[src/rtl/spp_packetizer.sv]
// spp_packetizer: regenerates tlast so that no packet exceeds spp samples, with one registered output stage.
// Optional statistics counters are enabled by defining SPP_PACKETIZER_STATS_EN.
//
// state  | meaning
// IDLE   | no packet open; the next accepted beat starts one and latches spp
// IN_PKT | packet open; cnt beats already passed, limit taken from spp_lat
module spp_packetizer #(
  parameter int MAX_LEN_LOG2 = 10,
  parameter int WIDTH        = 16
) (
  input  logic                    clk,
  input  logic                    reset,
  input  logic                    clear,
  input  logic [MAX_LEN_LOG2-1:0] spp,
  input  logic                    honor_tlast,
  input  logic [WIDTH-1:0]        i_tdata,
  input  logic                    i_tlast,
  input  logic                    i_tvalid,
  output logic                    i_tready,
  output logic [WIDTH-1:0]        o_tdata,
  output logic                    o_tlast,
  output logic                    o_tvalid,
  input  logic                    o_tready
`ifdef SPP_PACKETIZER_STATS_EN
  ,
  output logic [31:0]             pkt_count,
  output logic [15:0]             short_count
`endif
);

  typedef enum logic {
    IDLE   = 1'b0,
    IN_PKT = 1'b1
  } state_t;

  localparam logic [MAX_LEN_LOG2-1:0] ONE = MAX_LEN_LOG2'(1);

  state_t                  state, state_nxt;
  logic [MAX_LEN_LOG2-1:0] cnt, cnt_nxt;
  logic [MAX_LEN_LOG2-1:0] spp_lat, spp_lat_nxt;
  logic [MAX_LEN_LOG2-1:0] spp_eff;
  logic                    accept;
  logic                    end_spp;
  logic                    end_tlast;
  logic                    pkt_end;

  assign i_tready = ~o_tvalid | o_tready;
  assign accept   = i_tvalid & i_tready;

  // The live spp governs only the first beat; later beats use the latched copy.
  always_comb begin
    state_nxt   = state;
    cnt_nxt     = cnt;
    spp_lat_nxt = spp_lat;
    spp_eff     = (state == IDLE) ? spp : spp_lat;
    end_spp     = (spp_eff != '0) && (cnt == spp_eff - ONE);
    end_tlast   = honor_tlast & i_tlast;
    pkt_end     = end_spp | end_tlast;
    if (accept) begin
      if (state == IDLE) begin
        spp_lat_nxt = spp;
      end
      if (pkt_end) begin
        cnt_nxt   = '0;
        state_nxt = IDLE;
      end else begin
        cnt_nxt   = cnt + ONE;
        state_nxt = IN_PKT;
      end
    end
  end

  always_ff @(posedge clk or negedge reset) begin
    if (!reset) begin
      state   <= IDLE;
      cnt     <= '0;
      spp_lat <= '0;
    end else if (clear) begin
      state   <= IDLE;
      cnt     <= '0;
      spp_lat <= '0;
    end else begin
      state   <= state_nxt;
      cnt     <= cnt_nxt;
      spp_lat <= spp_lat_nxt;
    end
  end

  always_ff @(posedge clk or negedge reset) begin
    if (!reset) begin
      o_tvalid <= 1'b0;
      o_tlast  <= 1'b0;
      o_tdata  <= '0;
    end else if (clear) begin
      o_tvalid <= 1'b0;
      o_tlast  <= 1'b0;
      o_tdata  <= '0;
    end else if (accept) begin
      o_tvalid <= 1'b1;
      o_tlast  <= pkt_end;
      o_tdata  <= i_tdata;
    end else if (o_tready) begin
      o_tvalid <= 1'b0;
    end
  end

`ifdef SPP_PACKETIZER_STATS_EN
  // A short packet is one closed by input tlast before the spp limit was reached.
  always_ff @(posedge clk or negedge reset) begin
    if (!reset) begin
      pkt_count   <= '0;
      short_count <= '0;
    end else if (clear) begin
      pkt_count   <= '0;
      short_count <= '0;
    end else begin
      if (o_tvalid & o_tready & o_tlast) begin
        pkt_count <= pkt_count + 32'd1;
      end
      if (accept & end_tlast & (spp_eff != '0) & ~end_spp) begin
        short_count <= short_count + 16'd1;
      end
    end
  end
`endif

endmodule

[config.mk]
export PLATFORM = sky130hd
export DESIGN_NAME = spp_packetizer
export DESIGN_NICKNAME = d
export VERILOG_FILES = /design/src/rtl/spp_packetizer.sv
export SDC_FILE = /design/constraint.sdc
export NUM_CORES = 1
export LEC_CHECK = 0
export CAP_MARGIN = 25
export CORE_MARGIN = 1.5
export CORE_UTILIZATION = 49
export DETAILED_ROUTE_END_ITERATION = 16
export MAX_ROUTING_LAYER = met4
export PLACE_DENSITY_LB_ADDON = 0.25
export RECOVER_POWER = 100
export SLEW_MARGIN = 15
export SYNTH_ARGS = -nofsm -noshare
export SYNTH_HDL_FRONTEND = slang
export SYNTH_SLANG_ARGS = --single-unit
[constraint.sdc]
create_clock -name clk -period 3.5 [get_ports clk]
set_clock_uncertainty 0.1 [all_clocks]
set_input_delay 0.7 -clock clk [delete_from_list [all_inputs] [get_ports clk]]
set_output_delay 0.7 -clock clk [all_outputs]
set_load 0.05 [all_outputs]
# Yosys cells after proc, flatten, opt, wreduce, memory -nomap -nowiden
# Cells that the tools add are included.
# Widths: inputs -> output; s select.
[classes]
addsub = 2
n_eq_ne = 1
n_mux = 16
bitwise = 5
n_reduce_logical = 4
[ops]
columns = ["op", "count"]
rows = [
  ["$mux 10", 6],
  ["$mux 16", 2],
  ["$add 10x1->10 const B", 1],
  ["$eq 10x10->1", 1],
  ["$reduce_bool 10->1", 1],
  ["$sub 10x1->10 const B", 1],
  ["$mux 1", 8],
  ["$reduce_bool 3->1", 1],
  ["$and 1x1->1", 2],
  ["$or 1x1->1", 2],
  ["$reduce_bool 2->1", 1],
  ["$logic_and 1x1->1", 1],
  ["$not 1->1", 1],
]
[word_totals]
ff_bits = 39
input_bits = 33
output_inout_bits = 19
elab_cells = 34

# Logic depth before layout (Yosys ltp)
[depth]
ltp_word = 8
mapped_depth = 11
ltp_nobuf = 9

# Worst setup path before layout
# Ideal clock, no wire load.
[synth_path]
path_kind = "input -> register"
start = "input port spp[0]"
end = "register cnt[6]"
setup_time_ns = 0.126
arrival_time_ns = 2.898
required_ns = 3.274
path_slack_ns = 0.377
stages = 7
n_path_buf = 0
path_cell_list = "or4_1 and3_1 or4_1 and3_4 nor4_4 nor2_2 a221o_1"
[synth_between]
elab_chain_cells = 8
elab_cells_between_ends = 9
cone_classes = "1 x add/sub; 1 x eq/ne; 4 x mux; 1 x bitwise; 2 x reduce/logical"
[synth_lines]
columns = ["item", "line", "rtl"]
rows = [
  ["from (decl)", "14", "input logic [MAX_LEN_LOG2-1:0] spp,"],
  ["$mux 10 (*)", "-", ""],
  ["$sub 10x1->10", "56", "end_spp = (spp_eff != '0) && (cnt == spp_eff - ONE);"],
  ["$eq 10x10->1", "56", ""],
  ["$logic_and 1x1->1 (*)", "56", ""],
  ["$or 1x1->1 (*)", "58", "pkt_end = end_spp | end_tlast;"],
  ["$mux 10 (*)", "63", "if (pkt_end) begin"],
  ["$mux 10 (*)", "59", "if (accept) begin"],
  ["$mux 10 (*)", "78", "end else if (clear) begin"],
  ["to (signal assigned)", "84", "cnt <= cnt_nxt;"],
  ["to (decl)", "39", "logic [MAX_LEN_LOG2-1:0] cnt, cnt_nxt;"],
]
# Mark *: on every way between the ends. The rest lies on a longest branch, timed or not. The select of a mux whose other input is x is not followed.
# A chain may end at the register's enable or synchronous reset.

# Worst setup path in the final report
[layout_path]
start = "input port spp[0]"
end = "register cnt[7]"
# The elaborated chain is that of the path after synthesis.

==> flow_metrics.tcl <==
set metrics [dict create \
    status "complete, but fails checks" \
    violations "max-capacitance violations, max-slew violations" \
    critPathBufInv 2 \
    final_cell_mix "dfrtp_1 (39), clkdlybuf4s50_1 (30), a22o_1 (28)" \
    worst_slack_ns 0.169 \
    fin_area_mm2 0.00272 \
    area_growth_syn_to_layout_pct 32.7 \
    relSlewSlack_pct -34.0 \
    worstMarginPinSlew_ns 2.01 \
    tritoncts "done" \
    synthArstFlopShare_pct 100 \
    gr-total-overflow 0 \
    synthesis.instances 187 \
    power_density_mw_per_mm2 380 \
    finalNonFillerCells 298 \
    worstPathCellList "clkdlybuf4s50_1 > or4_1 > and3_1 > or4_1 > and3_1 > nor4_4 > clkbuf_1 > nor3_1 > a221o_1" \
    cts_sinks 39 \
    path_delay_family "simple AND/OR/NAND/NOR gates" \
    cts.repair.resized 0 \
    r2r_slack_ns 0.50 \
    dieWidth_um 67.7 \
    nets 282 \
    portBuffers 51 \
    synth_fp_nets 222 \
    synth-seq-cells 39 \
    holdBufCountCts 0 \
    initial_core_util_pct 51.2 \
    cap_violations 1 \
    slowest_delay_ns 0.58 \
    crit_slowest_cell "or4_1" \
    synth_edf_count 0 \
    syn_area_mm2 0.00205 \
    design.core.area_mm2 0.00400 \
    multiInputGateArea_mm2 0.00103 \
    n_antenna_cell 0 \
    rsz0062_at_grt "no" \
    drt-wirelength-per-cell_um 16.6 \
    ant_nets 0 \
    grt_use_total_pct 23.9 \
    cts_htree_levels 2 \
    postCtsSetupRepairBufs 0 \
    dp.cells 290 \
    dp_hpwl_um 3570 \
    final_common_cell "dfrtp_1" \
    ys_types 43 \
    post_drt_via_cell_ratio 5.70 \
    drt_iter0_drc 112 \
    drv_slew 40 \
    via_count 1700 \
    syn_area_per_cell_um2 11.0 \
    design.die.area_mm2 0.00458 \
    setup_violations 0 \
    root_buffer "clkbuf_8" \
    routed_wl_um 4950 \
    ir_worst_vdd_mv 0.259 \
    antenna_found_initial 0 \
    first_pass_iters 4 \
    endpoint_kind "flop" \
    clock_path_buffers 2 \
    start_kind "input port" \
    hold_viol 0 \
    crit_type "in2reg" \
    top_level_ports 52 \
    fin_util_pct 68.0 \
    gp_congestion 0.828 \
    ys_seq_area_share_pct 47.6 \
    period_minus_slack_ns 3.33 \
    grt_max_degree 40 \
    clock_latency_ns 0.30 \
    ys.flop_type "dfrtp_1" \
    fin_crit_sh_pct 95.2 \
    critPathRequiredTime_ns 3.59 \
    grt_pass1_wl_um 7730 \
    fp-row-count 23 \
    grt_pass1_vias 1623 \
    clk_pin_slew_ns 0.08 \
    drcViolationCount 0 \
    hp-class "reg2reg" \
    die_y_um 67.7 \
    worst_ep_arrival_time_ns 3.42 \
    fillers 324 \
    numCtsBuffers 5 \
    fmax_ghz 0.300 \
    seq_area_um2 976 \
    path_max_fanout 4 \
    drive_gt1_share_pct 7.26 \
    power_leakage_nw 1.24 \
    dpl_cell_area_mm2 0.00266 \
    yosys_warnings 0 \
    place_ws_ns -0.0958 \
]
stage by stage:
stage               hold slack [ns]  TNS [ns]  total power [mW]
floorplan                     0.304         0             0.646
global placement              0.365    -0.266             0.747
detailed placement            0.374    -0.423             0.752
CTS                           0.408         0              1.05
global route                  0.408         0              1.08
finish                        0.395         0              1.03
synthesized netlist by cell type, types with 3 or more instances:
cell	n	area share (%)
a21o_1	3	1.1
inv_1	3	0.55
nand3_1	5	1.2
mux2i_1	10	4.9
a21oi_1	5	1.2
and3_1	3	0.92
o21ai_0	5	1.2
nand2_1	13	2.4
nand2b_1	4	1.2
clkbuf_1	5	0.92
nor3_1	4	0.98
a211oi_1	4	1.5
nor2_1	6	1.1
dfrtp_1	39	48
a22o_1	28	12
xor2_1	6	2.6
or4_1	3	1.1
xnor2_1	10	4.3
kinds of logic after synthesis:
| group | synth area share, % |
|---|---|
| compound gates | 21.4 |
| simple gates | 14.5 |
| flops | 47.6 |
| xor+xnor | 6.84 |
| mux | 6.53 |
| buf+inv | 1.95 |
| fa+ha+maj | 1.22 |
routing by layer:
metal / global-route usage [%] / vias up / share of wire (%)
met1: 30.6 / 823 / 47
met5: - / - / 0
met3: 4.83 / 11 / 4.1
li1: - / 827 / -
met2: 37.9 / 39 / 47
met4: 7.65 / 0 / 1.5
registers in the layout (all words and copies together) (netlist names):
| signal | cells |
|---|---|
| cnt | 10 |
| state | 1 |
| spp_lat | 10 |
| o_tdata | 16 |
| o_tvalid | 1 |
| o_tlast | 1 |
final cells by class:
| type | count | share of cell area, % |
|---|---|---|
| multi-input cells | 138 | 37.7 |
| flip-flops and latches | 39 | 35.9 |
| well taps | 50 | 2.30 |
| inverters | 3 | 0.414 |
| repair buffers | 60 | 20.7 |
| clock buffers | 7 | 2.81 |
| clock inverters | 1 | 0.184 |
path summary, 6_finish.rpt:
kind                            start          end  cells past startpoint
min in group asynchronous       reset   o_tdata[5]                      1
hold reg to reg            o_tdata[1]   o_tdata[1]                      1
setup reg to reg                state       cnt[7]                      8
hold / removal             o_tdata[1]   o_tdata[1]                      1
max in group asynchronous       reset  o_tdata[10]                      1
setup / recovery               spp[0]       cnt[7]                      9
worst register-to-register path, delay by kind of cell, from the launching register on:
kind                   cells  cell delay [ns]
AO/OA/AOI/OAI              1             0.25
buffers and inverters      1             0.21
AND/OR/NAND/NOR            6             1.83
flip-flops                 1             0.50
report_power, final:
group / internal (mW) / switching [mW]
sequential: 0.473 / 0.0196
clock: 0.140 / 0.159
combinational: 0.107 / 0.136
Power figures use the tool's default switching activity.
